`config.mk`:
```
export PLATFORM = sky130hd
export DESIGN_NAME = hazard_ctrl
export DESIGN_NICKNAME = d
export VERILOG_FILES = /design/src/rtl/hazard_ctrl_pkg.sv /design/src/rtl/hazard_ctrl_load_use.sv /design/src/rtl/hazard_ctrl.sv
export SDC_FILE = /design/constraint.sdc
export NUM_CORES = 1
export LEC_CHECK = 0
export BUFFER_PORTS_ARGS = -buffer_cell sky130_fd_sc_hd__clkbuf_2
export CORE_MARGIN = 3
export CORE_UTILIZATION = 37
export CTS_CLUSTER_DIAMETER = 150
export DETAILED_ROUTE_END_ITERATION = 12
export GPL_ROUTABILITY_DRIVEN = 0
export PLACE_DENSITY = 0.75
export SYNTH_ARGS = -nofsm -noshare
export SYNTH_HDL_FRONTEND = slang
export SYNTH_SLANG_ARGS = --single-unit
```
`constraint.sdc`:
```
create_clock -name clk -period 1.5 [get_ports clk]
set_clock_uncertainty 0.2 [all_clocks]
set_input_delay 0.075 -clock clk [delete_from_list [all_inputs] [get_ports clk]]
set_output_delay 0.075 -clock clk [all_outputs]
set_load 0.03 [all_outputs]
```
`src/rtl/hazard_ctrl_pkg.sv`:
```
// hazard_ctrl_pkg: shared definitions for the pipeline hazard/interrupt sequencer.
//   - PCSrc encodings seen on the ID and EX stage PC-source fields
//   - FSM state encoding
//   - is_jump(): decodes the unconditional-redirect PCSrc values
package hazard_ctrl_pkg;

  localparam logic [2:0] PCSRC_NEXT = 3'd0;  // PC+4
  localparam logic [2:0] PCSRC_BR   = 3'd1;  // conditional branch
  localparam logic [2:0] PCSRC_J    = 3'd2;  // J / JAL
  localparam logic [2:0] PCSRC_JR   = 3'd3;  // JR / JALR
  localparam logic [2:0] PCSRC_IRQ  = 3'd4;  // interrupt vector

  typedef enum logic [2:0] {
    ST_RUN        = 3'd0,
    ST_STALL      = 3'd1,
    ST_IRQ_WAIT   = 3'd2,
    ST_IRQ_TAKE   = 3'd3,
    ST_IRQ_MASKED = 3'd4
  } state_t;

  // True for the PC sources that redirect fetch unconditionally from ID.
  function automatic logic is_jump(input logic [2:0] pcsrc);
    return (pcsrc == PCSRC_J) || (pcsrc == PCSRC_JR);
  endfunction

endpackage

```
`src/rtl/hazard_ctrl_load_use.sv`:
```
// load_use_detect: combinational load-use hazard detector.
//   mem_rd : instruction in EX is a load
//   rt_ex  : destination register of the load in EX
//   rs_id  : first source register of the instruction in ID
//   rt_id  : second source register of the instruction in ID
//   lu     : ID consumes the load result before it is available
module load_use_detect
  import hazard_ctrl_pkg::*;
(
  input  logic       mem_rd,
  input  logic [4:0] rt_ex,
  input  logic [4:0] rs_id,
  input  logic [4:0] rt_id,
  output logic       lu
);

  // $zero never carries a real dependency, so a load targeting r0 never stalls.
  assign lu = mem_rd && (rt_ex != 5'd0) && ((rt_ex == rs_id) || (rt_ex == rt_id));

endmodule

```
`src/rtl/hazard_ctrl.sv`:
```
// hazard_ctrl: pipeline hazard and interrupt sequencer for the five-stage core.
//   Parameter STALL_CYCLES : bubbles inserted per load-use hazard (1..7)
//   clk, reset             : rising-edge clock, asynchronous active-low reset
//   Rs_IF_ID, Rt_IF_ID     : source registers of the instruction in ID
//   Rt_ID_EX, MemRd_ID_EX  : destination / load flag of the instruction in EX
//   PCSrc_ID, PCSrc_ID_EX  : PC source of the instructions in ID and EX
//   branch_taken_EX        : branch condition evaluated true in EX
//   irq, irq_clear         : interrupt request level, ERET re-enable pulse
//   PC_write, IF_ID_write  : register enables
//   IF_ID_flush, ID_EX_flush : pipeline register clears
//   irq_take               : select interrupt vector and latch EPC
//   busy                   : sequencer is not in RUN
module hazard_ctrl
  import hazard_ctrl_pkg::*;
#(
  parameter int unsigned STALL_CYCLES = 1
) (
  input  logic       clk,
  input  logic       reset,
  input  logic [4:0] Rs_IF_ID,
  input  logic [4:0] Rt_IF_ID,
  input  logic [4:0] Rt_ID_EX,
  input  logic       MemRd_ID_EX,
  input  logic [2:0] PCSrc_ID,
  input  logic [2:0] PCSrc_ID_EX,
  input  logic       branch_taken_EX,
  input  logic       irq,
  input  logic       irq_clear,
  output logic       PC_write,
  output logic       IF_ID_write,
  output logic       IF_ID_flush,
  output logic       ID_EX_flush,
  output logic       irq_take,
  output logic       busy
);

  localparam logic [2:0] STALL_RELOAD = 3'(STALL_CYCLES - 1);
  localparam logic       STALL_MULTI  = (STALL_CYCLES > 1);

  state_t     state_r;
  state_t     state_nxt_s;
  logic [2:0] cnt_r;
  logic [2:0] cnt_nxt_s;
  logic       lu_s;
  logic       br_s;
  logic       jp_s;
  logic       stall_s;
  logic       take_ok_s;

  load_use_detect u_lu (
    .mem_rd (MemRd_ID_EX),
    .rt_ex  (Rt_ID_EX),
    .rs_id  (Rs_IF_ID),
    .rt_id  (Rt_IF_ID),
    .lu     (lu_s)
  );

  assign br_s    = (PCSrc_ID_EX == PCSRC_BR) && branch_taken_EX;
  assign jp_s    = is_jump(PCSrc_ID);
  // A non-zero counter means extra bubbles are still owed, in any state.
  assign stall_s = (cnt_r != 3'd0);
  // Take only on a clean boundary so EPC never lands in a branch/jump shadow.
  assign take_ok_s = irq && (PCSrc_ID_EX == PCSRC_NEXT) && !br_s && !lu_s
                     && !jp_s && !stall_s;

  // Next-state and stall-counter decode.
  always_comb begin
    state_nxt_s = state_r;
    cnt_nxt_s   = cnt_r;
    if (br_s) begin
      // The redirect squashes whatever was stalled; a pending interrupt survives.
      cnt_nxt_s = 3'd0;
      case (state_r)
        ST_RUN:        state_nxt_s = irq ? ST_IRQ_WAIT : ST_RUN;
        ST_STALL:      state_nxt_s = ST_RUN;
        ST_IRQ_WAIT:   state_nxt_s = irq ? ST_IRQ_WAIT : ST_RUN;
        ST_IRQ_TAKE:   state_nxt_s = ST_IRQ_WAIT;
        ST_IRQ_MASKED: state_nxt_s = irq_clear ? ST_RUN : ST_IRQ_MASKED;
        default:       state_nxt_s = ST_RUN;
      endcase
    end else if (state_r == ST_IRQ_TAKE) begin
      cnt_nxt_s   = 3'd0;
      state_nxt_s = ST_IRQ_MASKED;
    end else begin
      if (stall_s) begin
        cnt_nxt_s = cnt_r - 3'd1;
      end else if (lu_s && STALL_MULTI) begin
        cnt_nxt_s = STALL_RELOAD;
      end else begin
        cnt_nxt_s = 3'd0;
      end
      case (state_r)
        ST_RUN: begin
          if (lu_s && STALL_MULTI) begin
            state_nxt_s = ST_STALL;
          end else if (irq) begin
            state_nxt_s = ST_IRQ_WAIT;
          end else begin
            state_nxt_s = ST_RUN;
          end
        end
        ST_STALL: state_nxt_s = (cnt_nxt_s == 3'd0) ? ST_RUN : ST_STALL;
        ST_IRQ_WAIT: begin
          // Leaving the interrupt path mid-stall must still finish the bubbles.
          if (!irq) begin
            state_nxt_s = (cnt_nxt_s != 3'd0) ? ST_STALL : ST_RUN;
          end else if (take_ok_s) begin
            state_nxt_s = ST_IRQ_TAKE;
          end else begin
            state_nxt_s = ST_IRQ_WAIT;
          end
        end
        ST_IRQ_MASKED: begin
          if (irq_clear) begin
            state_nxt_s = (cnt_nxt_s != 3'd0) ? ST_STALL : ST_RUN;
          end else begin
            state_nxt_s = ST_IRQ_MASKED;
          end
        end
        default: begin
          state_nxt_s = ST_RUN;
          cnt_nxt_s   = 3'd0;
        end
      endcase
    end
  end

  // State and stall-counter registers.
  always_ff @(posedge clk or negedge reset) begin
    if (!reset) begin
      state_r <= ST_RUN;
      cnt_r   <= 3'd0;
    end else begin
      state_r <= state_nxt_s;
      cnt_r   <= cnt_nxt_s;
    end
  end

  // Zero-latency pipeline control decode in priority order br > take > stall > jump.
  always_comb begin
    PC_write    = 1'b1;
    IF_ID_write = 1'b1;
    IF_ID_flush = 1'b0;
    ID_EX_flush = 1'b0;
    irq_take    = 1'b0;
    if (!reset) begin
      // Defaults are forced while reset is held, whatever the inputs show.
      irq_take = 1'b0;
    end else if (br_s) begin
      IF_ID_flush = 1'b1;
      ID_EX_flush = 1'b1;
    end else if (state_r == ST_IRQ_TAKE) begin
      irq_take    = 1'b1;
      IF_ID_flush = 1'b1;
      ID_EX_flush = 1'b1;
    end else if (stall_s || lu_s) begin
      PC_write    = 1'b0;
      IF_ID_write = 1'b0;
      ID_EX_flush = 1'b1;
    end else if (jp_s) begin
      IF_ID_flush = 1'b1;
    end else begin
      irq_take = 1'b0;
    end
  end

  assign busy = (state_r != ST_RUN);

endmodule

```
==> results by stage, run 1 <==
Synth:
- Ranked by total cell area, the synthesized netlist is headed by dfrtp_1 (27%), xnor2_1 (16%), nand2_1 (5.3%), nor2_1 (4.7%), nand3_1 (4.4%).
- During synthesis, Yosys emitted a total of 0 warnings.
- Counting flops and latches in the post-synthesis netlist gives 6.
- The count of unique library cells instantiated by Yosys is 31.
- The synthesized netlist occupies a cell area of 563.0 um2.
- The share of synthesized area in the top cell type comes to 0.2667.
- The average cell area after synthesis is 8.280 um2.
- The most used flip-flop cell after synthesis is dfrtp_1.
- In this run, synthesis inferred 0 flip-flops with an integrated enable.
- In the synthesized netlist, the number of instances is 68.
- For this run, the register share of the synthesized area comes to 0.2667.
- Synthesis produced a netlist with a net count of 95.
- The post-synthesis cell type with the largest combined area is dfrtp_1.
- In the synthesized netlist the async set-or-reset flop fraction comes to 1.000.

Drt:
- The total detailed-routing wirelength is 1.813 mm.
- The violation count after the first detailed-route iteration is 18.
- The detailed-route via count is 699.
- Once detail routing completed, the nets flagged for antenna violations numbered 0.
- The vias per cell is 5.336.
- Before antenna repair, the detailed router went through 4 iterations.
- The mean routed wirelength per cell is 13.84 um.
- The post-detailed-route DRC marker count is 0.

Clocking:
- The later pin in the worst-skew pair is clocked with a latency of 0.25 ns.
- Counting along the longest clock path gives a buffer depth of 2.
- The count of clock tree sinks is 6.
- The cell sitting at the root of the clock tree is a clkbuf_4.
- After clock tree synthesis, the clock-pin slew on the worst setup and hold paths is 0.05 ns.
- The H-tree depth is 1.
- In this run, CTS created clock tree buffers numbering 3.
- The CTS tree is yes.

Timing:
- The final count of negative-setup-slack endpoints is 9.
- After layout, the minimum clock period comes to 1.749 ns.
- The final period utilization is 1.166.
- Setup slack on the critical path of the routed design comes to -0.2486 ns.
- The tightest slew margin relative to the limit is 0.7590.
- The count of pins over their slew limit came to 0.
- The worst-margin pin slew is 0.3595 ns.
- The final count of hold timing violations is 0.
- Setup repair after global routing could not meet its margin everywhere.
- The highest clock rate is 571.9 MHz.
- On the final layout, the worst hold slack is 0.05658 ns.
- After routing, the total negative slack on setup checks comes to -1.556 ns.

Worst setup path:
- The worst-path maximum fanout is 4.
- The critical setup path kind is reg -> out.
- At the worst endpoint, the required time is 1.22 ns.
- The worst setup path is launched from a flop.
- The startpoint of the worst-slack reg-to-reg timing path is state_r[1].
- The endpoint class of the critical path is an output pin.
- For the worst setup path, the data arrival time is 1.47 ns.
- In this run the worst setup path begins at cnt_r[2].

Global route:
- The met3 capacity usage during global routing is 0.04781.
- The largest net degree at the start of global routing is 7.
- The number of global-route vias before repair came to 615.
- The busiest metal layer after global routing is met2.
- The number of antenna violations at the first check in global routing is 0.
- For met1 alone, demand over resource in global routing was 0.2098.
- The met2 track utilization from global routing is 0.2825.
- The all-layer global routing usage is 0.1712.
- The first global-routing pass estimated 2.497 mm of wire.
- Summed over all layers, the global routing overflow is 0.

Die:
- The floorplan step defined a die boundary enclosing 2026 um2.
- The die height is 45.01 um.
- From left edge to right edge, the die measures 45.01 um.
- For this configuration, the core starts out at a cell density of 0.4121.
- The core outline area is 1366 um2.
- The number of placement rows is 13.
- The number of placed I/O pins is 33.

Cells and area:
- The number of diodes is 0.
- The final cell area excluding filler cells is 973.4 um2.
- The number of nets in the finished design is 145.
- The utilization of the core after routing is 0.7125.
- The fraction of final layout cells sized beyond drive strength 1 is 0.5431.
- The commonest non-fill, non-tap cell in the layout is clkbuf_2.
- Relative to the synthesized area, the layout overhead comes to 72.89%.
- In the layout the commonest cells are clkbuf_2 (25), buf_4 (13), xnor2_1 (10), nand2_1 (8), dfrtp_1 (5).

Placement:
- In this run the cell area measured after placement is 829.5 um2.
- The half-perimeter wire length after placement is 1.285 mm.
- The total of buffers placed on input and output ports is 31.

Job:
- The max capacitance violation total is 0.

Status:
- The final reports fail on setup timing.
- The flow ran to the end, but the final reports show violations.

Power and ir drop:
- The worst ir drop on vdd is 0.2673 mV.
- The power density over the cells is 523.3 nW/um2.
- The leakage power is 0.4659 nW.

Min path:
- The worst min-delay path class is in -> reg.
- The origin of the worst min-delay path is irq.
[power by group]
part           switching (mW)  internal [mW]  total, mW
combinational          0.0882         0.0963      0.184
sequential            0.00299          0.166      0.169
clock                  0.0654         0.0910      0.156
total                   0.157          0.353      0.509
[logic make-up (layout without fill, tap and decap cells)]
kind of cell / after synthesis / after routing / share of synthesized area
AOI/OAI and AO/OA: 14 / 14 / 0.1822
xor gates and xnor gates: 10 / 10 / 0.1555
and+or+nand+nor: 36 / 36 / 0.3756
DFF: 6 / 6 / 0.2667
buffers and inverters: 2 / 50 / 0.02000
[metal layers]
layer  part of all wire  vias to the layer above
li1                   -                      343
met5                  0                        -
met2               0.52                       34
met1               0.40                      320
met4             0.0061                        0
met3              0.072                        2
[metrics by stage]
stage / power, mW / setup WS [ns] / instances
2_1_floorplan: 0.2501 / -0.06575 / 68
3_3_place_gp: 0.3216 / -0.07615 / 124
3_5_place_dp: 0.3248 / -0.1115 / 124
4_1_cts: 0.4989 / -0.2564 / 130
5_1_grt: 0.5310 / -0.3036 / 131
6_report: 0.5094 / -0.2486 / 131
[flip-flops by register name, summed over array words and instances, names as in the netlist]
name / flops
cnt_r: 3
state_r: 3
[layout make-up]
cell class | count | area [um2]
multi-input combinational | 60 | 466.7
fill | 111 | 392.9
timing repair buffer | 46 | 310.3
sequential | 6 | 151.4
clock buffer | 3 | 22.52
tap | 15 | 18.77
inverter | 1 | 3.754
[synth_stat cells, types with 2 or more instances]
cell type / n
a21oi_1: 3
dfrtp_1: 6
nand2_1: 8
nand2b_1: 2
nand3_1: 5
nor2_1: 7
nor3_2: 2
nor3b_1: 2
o21ai_0: 2
xnor2_1: 10
[timing repair]
| action | 4_1_cts | 5_1_grt |
|---|---|---|
| setup endpoints to repair | 7 | 8 |
| buffers inserted | 1 | 1 |
| gates resized for setup | 12 | 16 |
| pin swaps | 3 | 1 |
| hold buffers | 2 | 0 |
| hold endpoints to repair | 7 | 0 |
[critical path, cell delays in order, from the launching register on]
cell	delay, ns
dfrtp_1	0.40
nor3_4	0.23
buf_4	0.17
a31oi_1	0.08
a21o_1	0.17
clkbuf_4	0.17
[path summary, 6_finish.rpt]
path,to,slack [ns],cells after the start
setup reg to reg,state_r[0],-0.15,4
max in group asynchronous,state_r[1],0.75,2
min in group asynchronous,cnt_r[0],0.12,2
hold / removal,state_r[1],0.06,3
setup / recovery,ID_EX_flush,-0.25,5
hold reg to reg,cnt_r[0],0.35,1
Power figures use the tool's default switching activity.
==> run 2, diff against run 1 <==
- ABC_AREA: unset -> 1
- CORE_UTILIZATION: 37 -> 38
- PLACE_DENSITY: 0.75 -> 0.76
==> run 2 against run 1 <==
Compared with the run above:
- critical path type unchanged
- core utilization is 6.2 points higher
- setup slack better by 0.094 ns
- the run still ends with setup timing left
- critical endpoint unchanged
- wire length is 11% higher
- highest routed layer unchanged
- sequential share of layout area is 1.5 points lower
==> results by stage, run 2 <==
Cells and area:
- In the final layout, the registers with the most flip-flops are cnt_r: 3 flops, state_r: 3 flops.
- The final cell area excluding filler cells is 1071 um2.
- The fraction of final layout cells sized beyond drive strength 1 is 0.4581.
- The number of diodes is 0.
- The library cell used most frequently in the layout, excluding fill and tap cells, is nand2_1.
- The area growth from synthesis to layout is 78.33%.
- The number of nets in the finished design is 184.
- In the layout the commonest cells are nand2_1 (30), clkbuf_2 (25), inv_1 (16), buf_4 (15), nor2_1 (12).

Global route:
- The all-layer global routing usage is 0.2048.
- The number of antenna violations at the first check in global routing was 0.
- The first-pass GRT wire length is 3.201 mm.
- For met3 alone, demand over resource in global routing was 0.03557.
- Entering global routing, the biggest net connects 7 pins.
- The global routing met1 resource utilization is 0.2350.
- The busiest metal layer after global routing is met2.
- For this run, global-route usage on met2 was measured as 0.3928.
- The aggregate global routing overflow is 0.
- The number of global-route vias before repair was 819.

Placement:
- Summed over all nets, the half-perimeter wirelength after detailed placement is 1.388 mm.
- The total of buffers placed on input and output ports is 31.
- The total cell area at the placement stage is 827.0 um2.
- The post-placement worst setup slack is 0.02037 ns.

Synth:
- In the post-synthesis netlist, the biggest area contributors are dfrtp_1 (25%), nand2_1 (20%), inv_1 (11%), nor2_1 (8.8%), nand3_1 (6.7%).
- The share of flip-flops with an asynchronous set or reset after synthesis is 1.000.
- The post-synth design cell area is 600.6 um2.
- In this run, synthesis produced a sequential element count of 6.
- Synthesis instantiated 20 different standard cells from the library.
- The Yosys step of the flow raised 0 warnings.
- Summed over all instances, the cell type with the most area after synthesis is dfrtp_1.
- Among all flip-flop cells after synthesis, the most frequent one is dfrtp_1.
- The portion of synthesized cell area occupied by the leading cell type is 0.2500.
- Yosys instantiated no cell more often than nand2_1.
- In this run, synthesis inferred 0 flip-flops with an integrated enable.
- After synthesis, the most frequently instantiated cells are nand2_1 (32), inv_1 (17), nor2_1 (14), nand3_1 (8), dfrtp_1 (6).
- A synthesized cell averages 5.888 um2.
- The number of nets handed over by synthesis was 129.
- The cell count after synthesis is 102.
- For this run, the register share of the synthesized area comes to 0.2500.

Clocking:
- The insertion delay to the later sink of the worst-skew pair is 0.25 ns.
- Counting the buffers created by CTS gives 3.
- The count of clock tree sinks is 6.
- The H-tree depth is 1.
- The clock-pin transition on the worst setup and hold timing paths is 0.05 ns.
- The number of buffers on the longest clock path is 2.
- CTS placed an instance of clkbuf_4 at the clock tree root.
- TritonCTS built the clock tree.

Timing:
- The count of pins over their slew limit is 0.
- The tightest slew margin relative to the limit is 0.7898.
- The final count of hold timing violations is 0.
- Static timing analysis puts the maximum clock frequency at 604.3 MHz.
- The final count of negative-setup-slack endpoints is 6.
- The final critical delay including setup and external delays is 1.655 ns.
- Setup repair after global routing could not meet its margin everywhere.
- The slack of the critical path is -0.1549 ns.
- The worst-margin pin slew is 0.3141 ns.
- The final period utilization is 1.103.

Drt:
- The vias per cell is 4.953.
- The violation count after the first detailed-route iteration is 15.
- The first detailed-routing pass ran for 4 iterations.
- The mean routed wirelength per cell is 11.80 um.
- For this run, design rule violations remaining after detail routing come to 0.
- The total detailed-routing wirelength is 2.006 mm.
- The antenna violation net count after detailed routing is 0.
- For this block, the via count after detailed routing is 842.

Worst setup path:
- For the worst setup path, the data arrival time is 1.38 ns.
- The category of the worst setup path launch point is a flop.
- For the worst flop-to-flop path, the logic depth is 7.
- Data on the critical path is required at its endpoint by 1.22 ns.
- The worst-path maximum fanout is 2.
- STA classifies the critical path endpoint as an output pin.
- The critical setup path kind is reg -> out.

Power and ir drop:
- The share of total power in combinational logic is 0.374.
- The power density over the cells is 483.9 nW/um2.
- Of the total power, the share spent switching nets is 0.3316.
- The relative contribution of the clock network to total power is 0.301.
- The worst ir drop on vdd is 0.3591 mV.
- The analysis attributes to net switching a power of 0.1719 mW.
- For this design the static power due to leakage is 0.6104 nW.
- The share of power burned in registers is 0.325.
- The internal portion of the total power is 0.3464 mW.

Die:
- The full die area is 2094 um2.
- The die height is 45.76 um.
- The core outline area is 1383 um2.
- The starting density of the core is 0.4344.
- The number of placement rows is 13.
- During I/O placement, the number of pins put on the boundary was 33.
- The die is 45.76 um wide.

Min path:
- The min-delay analysis places its worst path in the category in -> reg.
- Counting instances, the worst hold path has a depth of 6.

Job:
- Max-cap violations in this run came to 0.

Status:
- The checks that failed: setup timing.
- The flow ran to the end, but the final reports show violations.
run 2: per-stage QoR:
stage	setup TNS, ns	utilization	hold slack (ns)	instances	power (mW)
detailed placement	0	0.5982	-0.2650	155	0.3226
global placement	0	0.5982	-0.2728	155	0.3176
global route	-1.122	0.7747	0.06831	170	0.5566
CTS	-0.6389	0.7240	0.02673	167	0.5046
finish	-0.6821	0.7747	0.04240	170	0.5183
floorplan	-0.3488	-	-0.4206	102	0.2532
run 2: critical path, stage by stage (launching register included):
cell and delay (ns):
dfrtp_1 0.38, or2_4 0.26, nor2_4 0.10, buf_4 0.14, a31oi_4 0.10, buf_6 0.16
run 2: layer usage:
| layer | part of all wire | up-vias |
|---|---|---|
| li1 | - | 423 |
| met3 | 0.064 | 4 |
| met4 | 0.020 | 0 |
| met2 | 0.54 | 29 |
| met5 | 0 | - |
| met1 | 0.38 | 386 |
run 2: kinds of logic (layout without fill, tap and decap cells):
| logic type | count (synthesis) | count (layout) | synth area share |
|---|---|---|---|
| xor+xnor | 2 | 2 | 0.02917 |
| buf+inv | 22 | 75 | 0.1437 |
| simple gates | 63 | 63 | 0.4583 |
| compound gates | 9 | 9 | 0.1188 |
| flops | 6 | 6 | 0.2500 |
run 2: layout make-up:
type	instances	area [um2]
fillers	100	311.5
multi-input cells	74	439.2
repair buffers	51	361.6
clock buffers	3	22.52
flip-flops and latches	6	150.1
well taps	15	18.77
inverters	21	78.83
run 2: power groups by stage:
stage,Sequential [mW],Combinational [mW],Clock (mW)
after floorplan,0.172,0.0807,0
after global placement,0.172,0.145,0
after detailed placement,0.172,0.150,0
after CTS,0.168,0.178,0.158
after global routing,0.169,0.214,0.174
final,0.169,0.194,0.156
run 2: what timing repair did:
action / 4_1_cts / 5_1_grt
hold buffers: 4 / 0
buffers inserted: 5 / 4
gates resized for setup: 18 / 14
pin swaps: 5 / 12
setup endpoints to repair: 5 / 10
hold endpoints to repair: 9 / 0
run 2: worst paths after layout:
kind | startpoint | endpoint | slack [ns]
setup / recovery | cnt_r[0] | ID_EX_flush | -0.15
hold / removal | PCSrc_ID_EX[2] | state_r[0] | 0.04
setup reg to reg | state_r[0] | state_r[0] | -0.05
hold reg to reg | cnt_r[2] | cnt_r[2] | 0.38
max in group asynchronous | reset | state_r[0] | 0.75
min in group asynchronous | reset | cnt_r[2] | 0.13
